<file path="src/rtl/shift_sequencer_16b_pkg.sv">
// Shared types and constants for the nibble/bit shift sequencer.
package shift_seq_pkg;

  localparam int unsigned NIBBLE = 4;

  typedef enum logic [1:0] {
    IDLE   = 2'd0,
    SHIFT4 = 2'd1,
    SHIFT1 = 2'd2,
    DONE   = 2'd3
  } state_e;

  // Shift-amount width needed to express 0..width-1.
  function automatic int unsigned amt_width(input int unsigned width);
    return $clog2(width);
  endfunction

endpackage

</file>
<file path="src/rtl/shift_sequencer_16b_if.sv">
// Request/result handshake bundle between requester and shift sequencer.
interface shift_sequencer_16b_if
  import shift_seq_pkg::*;
#(
  parameter int unsigned WIDTH = 16,
  parameter int unsigned AMT_W = amt_width(WIDTH)
);

  logic             in_valid;
  logic             in_ready;
  logic [WIDTH-1:0] in_data;
  logic [AMT_W-1:0] in_amt;
  logic             out_valid;
  logic             out_ready;
  logic [WIDTH-1:0] out_data;
  logic             out_ovf;

  modport master (
    output in_valid, in_data, in_amt, out_ready,
    input  in_ready, out_valid, out_data, out_ovf
  );

  modport slave (
    input  in_valid, in_data, in_amt, out_ready,
    output in_ready, out_valid, out_data, out_ovf
  );

endinterface

</file>
<file path="src/rtl/shift_sequencer_16b_step.sv">
// One 4-bit slice of the left-shift chain: shifts by a whole nibble or by one bit.
module shift_step_4b
  import shift_seq_pkg::*;
(
  input  logic              sel_x4,
  input  logic [NIBBLE-1:0] d,
  input  logic [NIBBLE-1:0] cin,
  output logic [NIBBLE-1:0] q,
  output logic [NIBBLE-1:0] cout
);

  // In x1 mode only cin[0]/cout[0] carry the single bit crossing the slice.
  always_comb begin
    q    = {d[NIBBLE-2:0], cin[0]};
    cout = {(NIBBLE-1)'(0), d[NIBBLE-1]};
    if (sel_x4) begin
      q    = cin;
      cout = d;
    end
  end

endmodule

</file>
<file path="src/rtl/shift_sequencer_16b.sv">
// Multi-cycle variable left shifter: nibble steps then bit steps, one per clock.
// Define SHIFT_SEQ_ROTATE_EN to rotate instead of zero-filling (out_ovf then stays 0).
module shift_sequencer_16b
  import shift_seq_pkg::*;
#(
  parameter int unsigned WIDTH = 16,
  parameter int unsigned AMT_W = amt_width(WIDTH)
)(
  input  logic                  clk,
  input  logic                  rst_n,
  shift_sequencer_16b_if.slave  bus,
  output logic                  busy
);

  localparam int unsigned NSL  = WIDTH / NIBBLE;
  localparam int unsigned N4_W = AMT_W - 2;

  state_e           state_q;
  logic [WIDTH-1:0] data_q;
  logic [WIDTH-1:0] shifted;
  logic             ovf_q;
  logic             step_ovf;
  logic [N4_W-1:0]  n4_q;
  logic [1:0]       n1_q;
  logic             sel_x4;

  logic [NIBBLE-1:0] cin_w  [NSL];
  logic [NIBBLE-1:0] cout_w [NSL];

  assign sel_x4 = (state_q == SHIFT4);

  // Slice chain, LSB slice first; each slice's carry feeds the next one up.
  for (genvar i = 0; i < NSL; i++) begin : g_slice
    if (i > 0) begin : g_chain
      assign cin_w[i] = cout_w[i-1];
    end
    shift_step_4b u_step (
      .sel_x4 (sel_x4),
      .d      (data_q[i*NIBBLE +: NIBBLE]),
      .cin    (cin_w[i]),
      .q      (shifted[i*NIBBLE +: NIBBLE]),
      .cout   (cout_w[i])
    );
  end

`ifdef SHIFT_SEQ_ROTATE_EN
  assign cin_w[0] = cout_w[NSL-1];
  assign step_ovf = 1'b0;
`else
  assign cin_w[0] = '0;
  assign step_ovf = |cout_w[NSL-1];
`endif

  assign bus.in_ready  = (state_q == IDLE);
  assign bus.out_valid = (state_q == DONE);
  assign bus.out_data  = data_q;
  assign bus.out_ovf   = ovf_q;
  assign busy          = (state_q != IDLE);

  // Sequencer: load on accept, step nibbles then bits, hold result until taken.
  always_ff @(posedge clk) begin
    if (!rst_n) begin
      state_q <= IDLE;
      data_q  <= '0;
      ovf_q   <= 1'b0;
      n4_q    <= '0;
      n1_q    <= '0;
    end else begin
      case (state_q)
        IDLE: begin
          if (bus.in_valid) begin
            data_q <= bus.in_data;
            n4_q   <= bus.in_amt[AMT_W-1:2];
            n1_q   <= bus.in_amt[1:0];
            ovf_q  <= 1'b0;
            if (bus.in_amt[AMT_W-1:2] != '0)  state_q <= SHIFT4;
            else if (bus.in_amt[1:0] != '0)   state_q <= SHIFT1;
            else                              state_q <= DONE;
          end
        end
        SHIFT4: begin
          data_q <= shifted;
          ovf_q  <= ovf_q | step_ovf;
          n4_q   <= n4_q - N4_W'(1);
          if (n4_q == N4_W'(1)) state_q <= (n1_q != 2'd0) ? SHIFT1 : DONE;
        end
        SHIFT1: begin
          data_q <= shifted;
          ovf_q  <= ovf_q | step_ovf;
          n1_q   <= n1_q - 2'd1;
          if (n1_q == 2'd1) state_q <= DONE;
        end
        DONE: begin
          if (bus.out_ready) state_q <= IDLE;
        end
        default: state_q <= IDLE;
      endcase
    end
  end

endmodule

</file>
<file path="src/flat_wrapper.sv">
// flat-port wrapper written by rule: the top's interface ports become plain ports
module shift_sequencer_16b_flat import shift_seq_pkg::*;
#(
  parameter int unsigned WIDTH = 16,
  parameter int unsigned AMT_W = amt_width(WIDTH)
)
  (clk, rst_n, busy, bus_in_valid, bus_in_data, bus_in_amt, bus_out_ready, bus_in_ready, bus_out_valid, bus_out_data, bus_out_ovf);
  shift_sequencer_16b_if #(.WIDTH(WIDTH), .AMT_W(AMT_W)) bus_i ();
  input  logic clk;
  input  logic rst_n;
  output logic busy;
  input wire logic [$bits(bus_i.in_valid)-1:0] bus_in_valid;
  input wire logic [$bits(bus_i.in_data)-1:0] bus_in_data;
  input wire logic [$bits(bus_i.in_amt)-1:0] bus_in_amt;
  input wire logic [$bits(bus_i.out_ready)-1:0] bus_out_ready;
  output wire logic [$bits(bus_i.in_ready)-1:0] bus_in_ready;
  output wire logic [$bits(bus_i.out_valid)-1:0] bus_out_valid;
  output wire logic [$bits(bus_i.out_data)-1:0] bus_out_data;
  output wire logic [$bits(bus_i.out_ovf)-1:0] bus_out_ovf;
  assign bus_i.in_valid = bus_in_valid;
  assign bus_i.in_data = bus_in_data;
  assign bus_i.in_amt = bus_in_amt;
  assign bus_i.out_ready = bus_out_ready;
  assign bus_in_ready = bus_i.in_ready;
  assign bus_out_valid = bus_i.out_valid;
  assign bus_out_data = bus_i.out_data;
  assign bus_out_ovf = bus_i.out_ovf;
  shift_sequencer_16b #(.WIDTH(WIDTH), .AMT_W(AMT_W)) u_core (.clk(clk), .rst_n(rst_n), .bus(bus_i), .busy(busy));
endmodule
</file>
<file path="config.mk">
export PLATFORM = sky130hd
export DESIGN_NAME = shift_sequencer_16b_flat
export DESIGN_NICKNAME = d
export VERILOG_FILES = /design/src/rtl/shift_sequencer_16b_pkg.sv /design/src/rtl/shift_sequencer_16b_if.sv /design/src/rtl/shift_sequencer_16b_step.sv /design/src/rtl/shift_sequencer_16b.sv /design/src/flat_wrapper.sv
export SDC_FILE = /design/constraint.sdc
export NUM_CORES = 1
export LEC_CHECK = 0
export BUFFER_PORTS_ARGS = -buffer_cell sky130_fd_sc_hd__clkbuf_2
export CAP_MARGIN = 20
export CORE_UTILIZATION = 50
export DETAILED_ROUTE_END_ITERATION = 12
export PLACE_DENSITY = 0.78
export SLEW_MARGIN = 30
export SYNTH_ARGS = -nofsm -noshare
export SYNTH_HDL_FRONTEND = slang
export SYNTH_SLANG_ARGS = --single-unit
</file>
<file path="constraint.sdc">
create_clock -name clk -period 2 [get_ports clk]
set_input_delay 0.5 -clock clk [delete_from_list [all_inputs] [get_ports clk]]
set_output_delay 0.5 -clock clk [all_outputs]
set_load 0.02 [all_outputs]
</file>
==> results.py, run 1 <==
metrics = {
    "cts": {
        "cts.sinks": 23,
        "clkTransAtPathRegs_ns": 0.13,
        "depth_of_the_cts_h_tree": 1,
        "max-clock-path-buffers": 2,
        "post-cts-setup-buffers": 0,
        "ctsResizeCount": 3,
        "worstSkewPairLatency_ns": 0.31,
        "cts_buffers": 3,
        "tritoncts": "done",
        "clock-root-buffer": "clkbuf_4",
        "holdBufCountCts": 0,
    },
    "critical_path": {
        "ff2ff_setup_slack_ns": 0.21,
        "crit_arrival_ns": 1.43,
        "critical_path.reg2reg.startpoint": "u_core.state_q[1]",
        "crit-reg2reg-capture": "u_core.n4_q[0]",
        "crit_path_max_fanout": 7,
        "path_class": "reg -> out",
        "cp_data_required_time_ns": 1.50,
        "r2r.worst_path.cells": 5,
        "worst_setup_path_end_kind": "output pin",
        "crit_path_start_kind": "flop",
    },
    "logic_synthesis": {
        "postSynth.asyncResetShare_pct": 0,
        "syn-cell-area_um2": 1424,
        "synth.most_common_cell": "dfxtp_1",
        "netlist_instances": 157,
        "main_combinational_cell_family_by_area_after_synthesis": "multiplexers",
        "postSynthNetCount": 189,
        "synth_adder_area_share_pct": 7.030,
        "synth.top_cells.by_count": "23 x dfxtp_1, 14 x nand2_1, 13 x mux2i_1, 12 x mux2_2, 11 x o22ai_1",
        "post_synth_mux_area_share_pct": 18.63,
        "post_synth_and_or_nand_nor_area_fraction_pct": 15.91,
        "yosys_warnings": 0,
        "ys.flop_type": "dfxtp_1",
        "syn_area_per_cell_um2": 9.069,
        "ys_ff_latch": 23,
        "synth_enable_flop_cells": 0,
        "netlist_top_cells_area": "dfxtp_1 32%, mux2_2 9.5%, mux2i_1 9.1%",
        "synth_compound_area_share_pct": 18.45,
        "ys_seq_area_share_pct": 32.34,
        "synth.top_cell.area_share_pct": 32.34,
        "synth-xor-area-share_pct": 0,
        "netlist.top_cell.by_area": "dfxtp_1",
        "netlist-cell-type-count": 36,
    },
    "hold_path": {
        "hold_path_startpoint": "bus_in_data[1]",
        "worstHoldPathCells": 3,
        "holdCritPathClass": "in -> reg",
        "holdPathEnd": "u_core.bus.out_data[1]",
    },
    "routing": {
        "wl_mm": 3.257,
        "route.detailed.wl_per_inst_um": 14.22,
        "ant_nets": 0,
        "vias_after_detailed_routing": 1285,
        "detailedRoute.firstIterationViolations": 20,
        "avgViaCountPerCell": 5.611,
        "route.detailed.drc": 0,
        "drt-pass1-iter-count": 4,
    },
    "global_route": {
        "grt.overflow.total": 0,
        "grt_util_met2_pct": 39.07,
        "grt_first_pass_wirelength_mm": 5.651,
        "global_route.peak_usage_layer": "met2",
        "global_route.usage.total_pct": 22.29,
        "largest_net_degree_at_the_start_of_global_routing": 23,
        "grtUsageMet3_pct": 3.044,
        "grt.met1_usage_pct": 29.07,
        "first_global_vias": 1242,
        "grt_antenna_before_repair": 0,
    },
    "floorplanning": {
        "design.core.area_um2": 2590,
        "floorplan.io_pins": 44,
        "initial_core_util_pct": 54.98,
        "std_cell_rows": 18,
        "chipHeight_um": 55.37,
        "floorplan.die_area_um2": 3065,
        "die_width_um": 55.37,
    },
    "timing": {
        "report.final.slew_viol_count": 0,
        "worstMarginPinSlew_ns": 0.5074,
        "achievable-frequency_mhz": 519.4,
        "min_period_ns": 1.925,
        "fin_worst_skew_ns": 0.007339,
        "setup_tns_ns": 0,
        "slew_headroom_pct": 66.17,
        "period_share_pct": 96.27,
        "fin_hold_viols": 0,
        "finalSetupViolCount": 0,
        "rsz0062_at_grt": "no",
        "hold_worst_slack_ns": 0.4452,
    },
    "final_layout": {
        "n_antenna_cell": 0,
        "filler_cell_count": 244,
        "finish.net_count": 232,
        "seqCellArea_um2": 462.9,
        "multi_input_area_um2": 857.1,
        "post_route_cells_drive_above_1_share_pct": 34.67,
        "flow.area_growth_from_synthesis_pct": 17.57,
    },
    "outcome": {
        "outcome": "finished clean",
    },
    "place": {
        "place.detailed.hpwl_mm": 2.455,
        "finalWeightedCongestion": 0.8691,
        "port-buffer-count": 43,
    },
    "power_and_ir_drop": {
        "power-per-cell-area_nw_per_um2": 1548,
        "power.ir.vdd_worst_mv": 0.9736,
        "p_leak_uw": 0.0007543,
    },
    "run": {
        "max_cap_viol_count": 0,
    },
}
==> where the power goes <==
| group | internal (µW) | switching [µW] | total [µW] |
|---|---|---|---|
| registers | 650 | 182 | 832 |
| clock network | 77.7 | 137 | 215 |
| logic | 684 | 860 | 1540 |
| total | 1410 | 1180 | 2590 |
==> cell usage in the layout, fill, tap and decap left out, drive strengths merged, types with 2 or more instances in the layout <==
cell type / count
o21ai: 6
o22ai: 11
mux2i: 13
a311oi: 5
dfxtp: 23
clkbuf: 47
nand2: 14
a211oi: 2
a41o: 2
nor3: 2
inv: 7
ha: 8
nor2: 6
a21oi: 4
mux2: 12
o31ai: 2
buf: 6
nor2b: 4
nand2b: 8
nand3: 4
==> metal layers <==
layer	wire, µm	part of all wire, %
met3	142	4.4
met5	0	0
met4	15	0.46
met2	1597	49
met1	1500	46
==> area by class of cell <==
type	instances	area share, %
timing repair buffer	49	15.55
inverter	8	1.794
multi-input combinational	115	51.20
tap	30	2.242
clock buffer	4	1.570
sequential	23	27.65
==> flip-flops by register name, summed over array words and instances, names as in the netlist <==
| name | count |
|---|---|
| u_core.bus.out_data | 16 |
| u_core.bus.out_ovf | 1 |
| u_core.n1_q | 2 |
| u_core.n4_q | 2 |
| u_core.state_q | 2 |
==> worst max-delay path, stage by stage (launching register included) <==
cell and delay (ns):
dfxtp_2 0.40, inv_1 0.08, ha_2 0.23, buf_4 0.17
inv_1 0.08, clkbuf_2 0.17
==> logic make-up after synthesis <==
logic type | Yosys count
AO/OA/AOI/OAI | 38
adder cells (fa/ha/maj) | 8
buffers and inverters | 19
flip-flops | 23
multiplexers | 25
AND/OR/NAND/NOR | 44
==> how the worst max path moves through the flow <==
stage	start	endpoint	slack, ns
after floorplan	u_core.state_q[0]	u_core.state_q[1]	0.37
after global placement	u_core.state_q[1]	u_core.state_q[1]	0.34
after detailed placement	u_core.state_q[1]	u_core.n4_q[0]	0.24
after CTS	u_core.state_q[0]	busy	0.07
after global routing	u_core.state_q[0]	busy	0.002
final	u_core.state_q[0]	busy	0.07
==> through the flow <==
step | std cells | total power [µW] | cell area (µm²) | util (%) | setup slack [ns]
after floorplan | 157 | 1992 | 1424 | - | 0.3728
after global placement | 225 | 2328 | 1643 | 63.43 | 0.3389
after detailed placement | 225 | 2371 | 1643 | 63.43 | 0.2430
after CTS | 229 | 2593 | 1674 | 64.64 | 0.07131
after global routing | 229 | 2776 | 1674 | 64.64 | 0.002149
final | 229 | 2592 | 1674 | 64.64 | 0.07454
Note: power is estimated with default switching activity, not from simulation.
==> run 2: changes to the inputs <==
==> constraint.sdc (replaced) <==
create_clock -name clk -period 2.1 [get_ports clk]
set_input_delay 0.525 -clock clk [delete_from_list [all_inputs] [get_ports clk]]
set_output_delay 0.525 -clock clk [all_outputs]
set_load 0.02 [all_outputs]
==> results.py, run 2 (synthesis gave the netlist of run 1 again) <==
metrics = {
    "floorplanning": {
        "design.core.area_um2": 2590,
        "die_width_um": 55.37,
        "chipHeight_um": 55.37,
        "std_cell_rows": 18,
        "initial_core_util_pct": 54.98,
        "floorplan.die_area_um2": 3065,
        "floorplan.io_pins": 44,
    },
    "timing": {
        "slew_headroom_pct": 62.05,
        "finalSetupViolCount": 0,
        "report.final.slew_viol_count": 0,
        "worstMarginPinSlew_ns": 0.5692,
        "rsz0062_at_grt": "no",
        "achievable-frequency_mhz": 519.9,
        "fin_worst_skew_ns": 0.008664,
        "period_share_pct": 91.59,
        "worst_slack_ns": 0.1766,
        "setup_tns_ns": 0,
        "fin_hold_viols": 0,
        "min_period_ns": 1.923,
        "hold_worst_slack_ns": 0.4653,
    },
    "critical_path": {
        "crit_path_start_kind": "flop",
        "crit_path_max_fanout": 12,
        "worst_setup_path_end_kind": "output pin",
        "ff2ff_setup_slack_ns": 0.27,
        "crit_arrival_ns": 1.40,
        "path_class": "reg -> out",
        "cp_data_required_time_ns": 1.57,
    },
    "final_layout": {
        "finish.net_count": 228,
        "filler_cell_count": 227,
        "post_route_cells_drive_above_1_share_pct": 32.31,
        "layout_commonest_cell": "clkbuf_2",
        "layout_common_cells": "43 x clkbuf_2, 23 x dfxtp_1, 14 x nand2_1",
        "largest_reg_flops": 16,
        "n_antenna_cell": 0,
        "flow.area_growth_from_synthesis_pct": 15.29,
    },
    "global_route": {
        "grt_first_pass_wirelength_mm": 5.713,
        "largest_net_degree_at_the_start_of_global_routing": 23,
        "global_route.usage.total_pct": 22.76,
        "first_global_vias": 1313,
        "grt_antenna_before_repair": 0,
        "grt.overflow.total": 0,
    },
    "power_and_ir_drop": {
        "power.ir.vdd_worst_mv": 0.9509,
        "share_clk_of_total_power_pct": 8.7,
        "power-per-cell-area_nw_per_um2": 1496,
        "p_leak_uw": 0.0007344,
        "seq_power_share_pct": 32.2,
        "net-switching-power_uw": 1141,
        "power.switching_fraction_pct": 46.45,
        "intPower_uw": 1315,
        "power.share.combinational_pct": 59.1,
    },
    "place": {
        "place.detailed.hpwl_mm": 2.389,
        "port-buffer-count": 43,
        "finalWeightedCongestion": 0.8008,
        "preCtsSetupSlack_ns": 0.2696,
    },
    "routing": {
        "drt-pass1-iter-count": 4,
        "ant_nets": 0,
        "detailedRoute.firstIterationViolations": 40,
        "avgViaCountPerCell": 5.876,
        "route.detailed.drc": 0,
        "wl_mm": 3.371,
        "route.detailed.wl_per_inst_um": 14.98,
        "vias_after_detailed_routing": 1322,
    },
    "run": {
        "max_cap_viol_count": 0,
    },
    "cts": {
        "worstSkewPairLatency_ns": 0.32,
        "cts_buffers": 3,
        "cts.sinks": 23,
        "tritoncts": "done",
        "clkTransAtPathRegs_ns": 0.14,
        "depth_of_the_cts_h_tree": 1,
        "holdBufCountCts": 0,
        "max-clock-path-buffers": 2,
        "clock-root-buffer": "clkbuf_4",
    },
    "hold_path": {
        "holdCritPathClass": "in -> reg",
    },
    "outcome": {
        "outcome": "finished clean",
    },
}
## run 2: cell count changes in the layout (fill, tap and decap cells not counted)
cell,delta
dfxtp_2,-2
buf_4,-4
dfxtp_1,+2
## run 2: power by group through the flow
stage                     Combinational (µW)  Sequential (µW)  Clock [µW]
after global routing                    1580              813         235
after detailed placement                1430              796           0
after global placement                  1400              785           0
final                                   1450              790         214
after floorplan                          982              916           0
after CTS                               1440              788         213
## run 2: final cells by class
cell class	count	area, µm²	share of cell area [%]
Multi-Input combinational cell	115	857.1	52.21
Sequential cell	23	460.4	28.05
Timing Repair Buffer	45	230.2	14.02
Tap cell	30	37.54	2.287
Inverter	8	30.03	1.829
Clock buffer	4	26.28	1.601
## run 2: critical path, stage by stage (launching register included)
cell and delay, ns:
dfxtp_1 0.43, inv_1 0.09, ha_2 0.27, inv_1 0.11, clkbuf_2 0.17
## run 2: stage by stage
step / util, % / std cells / area [µm²] / power, µW
2_1_floorplan: - / 157 / 1424 / 1897
3_3_place_gp: 62.27 / 221 / 1613 / 2185
3_5_place_dp: 62.27 / 221 / 1613 / 2229
4_1_cts: 63.29 / 225 / 1639 / 2441
5_1_grt: 63.38 / 225 / 1642 / 2628
6_report: 63.38 / 225 / 1642 / 2457
## run 2: worst paths after layout
path                                        start                endpoint  depth (start not counted)
worst max-delay path            u_core.state_q[0]                    busy                          4
worst min register to register     u_core.n4_q[1]          u_core.n4_q[1]                          2
worst max register to register  u_core.state_q[1]          u_core.n4_q[0]                          5
worst min-delay path               bus_in_data[3]  u_core.bus.out_data[3]                          3
## run 2: layer usage
metal / routed length, µm / GRT usage, % / vias up / part of all wire [%]
met5: 0 / 0 / - / 0
met4: 23 / 6.786 / 0 / 0.68
met1: 1495 / 28.55 / 628 / 44
met3: 150 / 2.810 / 4 / 4.4
li1: - / - / 647 / -
met2: 1701 / 40.45 / 43 / 50
## run 2: timing repair
item,4_1_cts,5_1_grt
endpoints found under the setup margin,0,1
resized for setup,0,1
setup buffers,0,0
==> run 3: changes to the inputs <==
--- a/config.mk
+++ b/config.mk
@@ -5,11 +5,14 @@
 export SDC_FILE = /design/constraint.sdc
 export NUM_CORES = 1
 export LEC_CHECK = 0
+export ABC_AREA = 1
 export BUFFER_PORTS_ARGS = -buffer_cell sky130_fd_sc_hd__clkbuf_2
 export CAP_MARGIN = 20
-export CORE_UTILIZATION = 50
+export CORE_ASPECT_RATIO = 0.75
+export CORE_UTILIZATION = 51
+export CTS_CLUSTER_DIAMETER = 120
 export DETAILED_ROUTE_END_ITERATION = 12
-export PLACE_DENSITY = 0.78
+export PLACE_DENSITY = 0.79
 export SLEW_MARGIN = 30
 export SYNTH_ARGS = -nofsm -noshare
 export SYNTH_HDL_FRONTEND = slang
==> results.py, run 3 <==
metrics = {
    "global_route": {
        "largest_net_degree_at_the_start_of_global_routing": 23,
        "global_route.usage.total_pct": 25.15,
        "grt_antenna_before_repair": 0,
        "first_global_vias": 1357,
        "grt.overflow.total": 0,
        "grt_first_pass_wirelength_mm": 6.141,
    },
    "logic_synthesis": {
        "syn-cell-area_um2": 1484,
        "netlist_top_cells_area": "dfxtp_1 31%, a21oi_2 11%, o21ai_0 9.4%",
        "synth-xor-area-share_pct": 0,
        "synth_compound_area_share_pct": 28.75,
        "synth.top_cell.area_share_pct": 31.03,
        "synth.top_cells.by_count": "28 x nand2_1, 28 x o21ai_0, 23 x dfxtp_1, 23 x nor2_1, 20 x inv_1",
        "syn_area_per_cell_um2": 7.100,
        "ys_ff_latch": 23,
        "synth_adder_area_share_pct": 6.745,
        "netlist.top_cell.by_area": "dfxtp_1",
        "synth_enable_flop_cells": 0,
        "postSynth.asyncResetShare_pct": 0,
        "post_synth_mux_area_share_pct": 0,
        "ys.flop_type": "dfxtp_1",
        "post_synth_and_or_nand_nor_area_fraction_pct": 22.60,
        "netlist_instances": 209,
        "netlist-cell-type-count": 23,
        "ys_seq_area_share_pct": 31.03,
        "main_combinational_cell_family_by_area_after_synthesis": "compound AO/OA/AOI/OAI gates",
        "postSynthNetCount": 241,
        "yosys_warnings": 0,
    },
    "final_layout": {
        "post_route_cells_drive_above_1_share_pct": 33.73,
        "utilization_pct": 64.83,
        "layout_common_cells": "43 x clkbuf_2, 28 x nand2_1, 28 x o21ai_0",
        "largest_reg_flops": 16,
        "finish.net_count": 282,
        "layout_commonest_cell": "clkbuf_2",
        "flow.area_growth_from_synthesis_pct": 17.20,
        "n_antenna_cell": 0,
        "filler_cell_count": 282,
    },
    "place": {
        "port-buffer-count": 43,
        "place.detailed.hpwl_mm": 2.656,
        "finalWeightedCongestion": 0.8102,
    },
    "cts": {
        "tritoncts": "done",
        "cts.sinks": 23,
        "worstSkewPairLatency_ns": 0.26,
        "post-cts-setup-buffers": 0,
        "cts_buffers": 3,
        "ctsResizeCount": 0,
        "max-clock-path-buffers": 2,
        "clock-root-buffer": "clkbuf_8",
        "depth_of_the_cts_h_tree": 1,
        "clkTransAtPathRegs_ns": 0.08,
        "holdBufCountCts": 0,
    },
    "timing": {
        "setup_tns_ns": 0,
        "slew_headroom_pct": 69.78,
        "rsz0062_at_grt": "no",
        "min_period_ns": 1.892,
        "period_share_pct": 90.08,
        "fin_worst_skew_ns": 0.002335,
        "achievable-frequency_mhz": 528.7,
        "report.final.slew_viol_count": 0,
        "worstMarginPinSlew_ns": 0.4485,
        "finalSetupViolCount": 0,
        "fin_hold_viols": 0,
    },
    "critical_path": {
        "max_stage_delay_ns": 0.41,
        "crit_slowest_cell": "dfxtp_1",
        "worst_setup_path_end_kind": "output pin",
        "crit_path_start_kind": "flop",
        "cp_top_family": "flip-flops",
        "crit_arrival_ns": 1.37,
        "crit_path_max_fanout": 9,
        "crit_chain": "inv_1 -> ha_1 -> inv_2 -> clkbuf_2",
        "cp_data_required_time_ns": 1.57,
        "path_class": "reg -> out",
        "path_buf_inv": 3,
    },
    "routing": {
        "ant_nets": 0,
        "vias_after_detailed_routing": 1491,
        "avgViaCountPerCell": 5.232,
        "wl_mm": 3.686,
        "drt-pass1-iter-count": 4,
        "route.detailed.wl_per_inst_um": 12.93,
        "detailedRoute.firstIterationViolations": 71,
        "route.detailed.drc": 0,
    },
    "hold_path": {
        "holdCritPathClass": "reg -> reg",
    },
    "floorplanning": {
        "initial_core_util_pct": 55.32,
        "chipHeight_um": 48.72,
        "design.core.area_um2": 2683,
        "std_cell_rows": 16,
        "die_width_um": 64.29,
        "floorplan.io_pins": 44,
        "floorplan.die_area_um2": 3132,
    },
    "run": {
        "max_cap_viol_count": 0,
    },
    "power_and_ir_drop": {
        "power-per-cell-area_nw_per_um2": 1508,
        "p_leak_uw": 0.0008185,
        "power.ir.vdd_worst_mv": 0.7728,
    },
    "outcome": {
        "outcome": "finished clean",
    },
}
run 3: per-layer routing:
metal | GRT usage [%] | part of all wire (%) | vias up | wire length [µm]
li1 | - | - | 758 | -
met1 | 35.69 | 50 | 678 | 1847
met2 | 38.42 | 42 | 53 | 1550
met3 | 6.132 | 7.6 | 2 | 280
met4 | 5.185 | 0.19 | 0 | 7
met5 | 0 | 0 | - | 0
run 3: final timing paths:
kind	start	end	slack (ns)	cells past startpoint
worst max-delay path	u_core.state_q[0]	busy	0.21	4
worst min-delay path	u_core.bus.out_ovf	u_core.bus.out_ovf	0.48	2
worst max register to register	u_core.state_q[1]	u_core.bus.out_data[9]	0.38	7
worst min register to register	u_core.bus.out_ovf	u_core.bus.out_ovf	0.48	2
run 3: logic make-up (layout without fill, tap and decap cells):
family	count (synthesis)	after routing
AOI/OAI and AO/OA	71	71
adders and majority gates	8	8
buffers and inverters	33	73
DFF	23	23
and+or+nand+nor	74	74
run 3: power breakdown:
part	total [µW]	switching, µW	internal [µW]
sequential	758	160	598
clock	279	144	136
combinational	1590	1050	540
total	2620	1350	1270
run 3: layout make-up:
class                           instances  area [µm²]  area share, %
Multi-Input combinational cell        153       862.1          49.57
Sequential cell                        23       460.4          26.47
Timing Repair Buffer                   46       237.7          13.67
Inverter                               23       88.84          5.108
Clock buffer                            4       45.04          2.590
Tap cell                               36       45.04          2.590
run 3: metrics by stage:
stage	total power [µW]	cell area, µm²	cells	setup slack, ns	hold slack (ns)
6_report	2622	1739	285	0.2084	0.4842
3_3_place_gp	2297	1694	281	0.4888	0.4656
4_1_cts	2612	1739	285	0.2100	0.4810
2_1_floorplan	1997	1484	209	0.4841	0.4550
5_1_grt	2864	1739	285	0.07939	0.5107
3_5_place_dp	2321	1694	281	0.4519	0.4685
run 3: worst reg2reg max path: stages (launching register included):
cell     delay, ns
dfxtp_1       0.35
inv_1         0.10
ha_1          0.35
nand2_2       0.17
nand2_4       0.22
inv_4         0.14
a21oi_1       0.19
a21oi_1       0.08
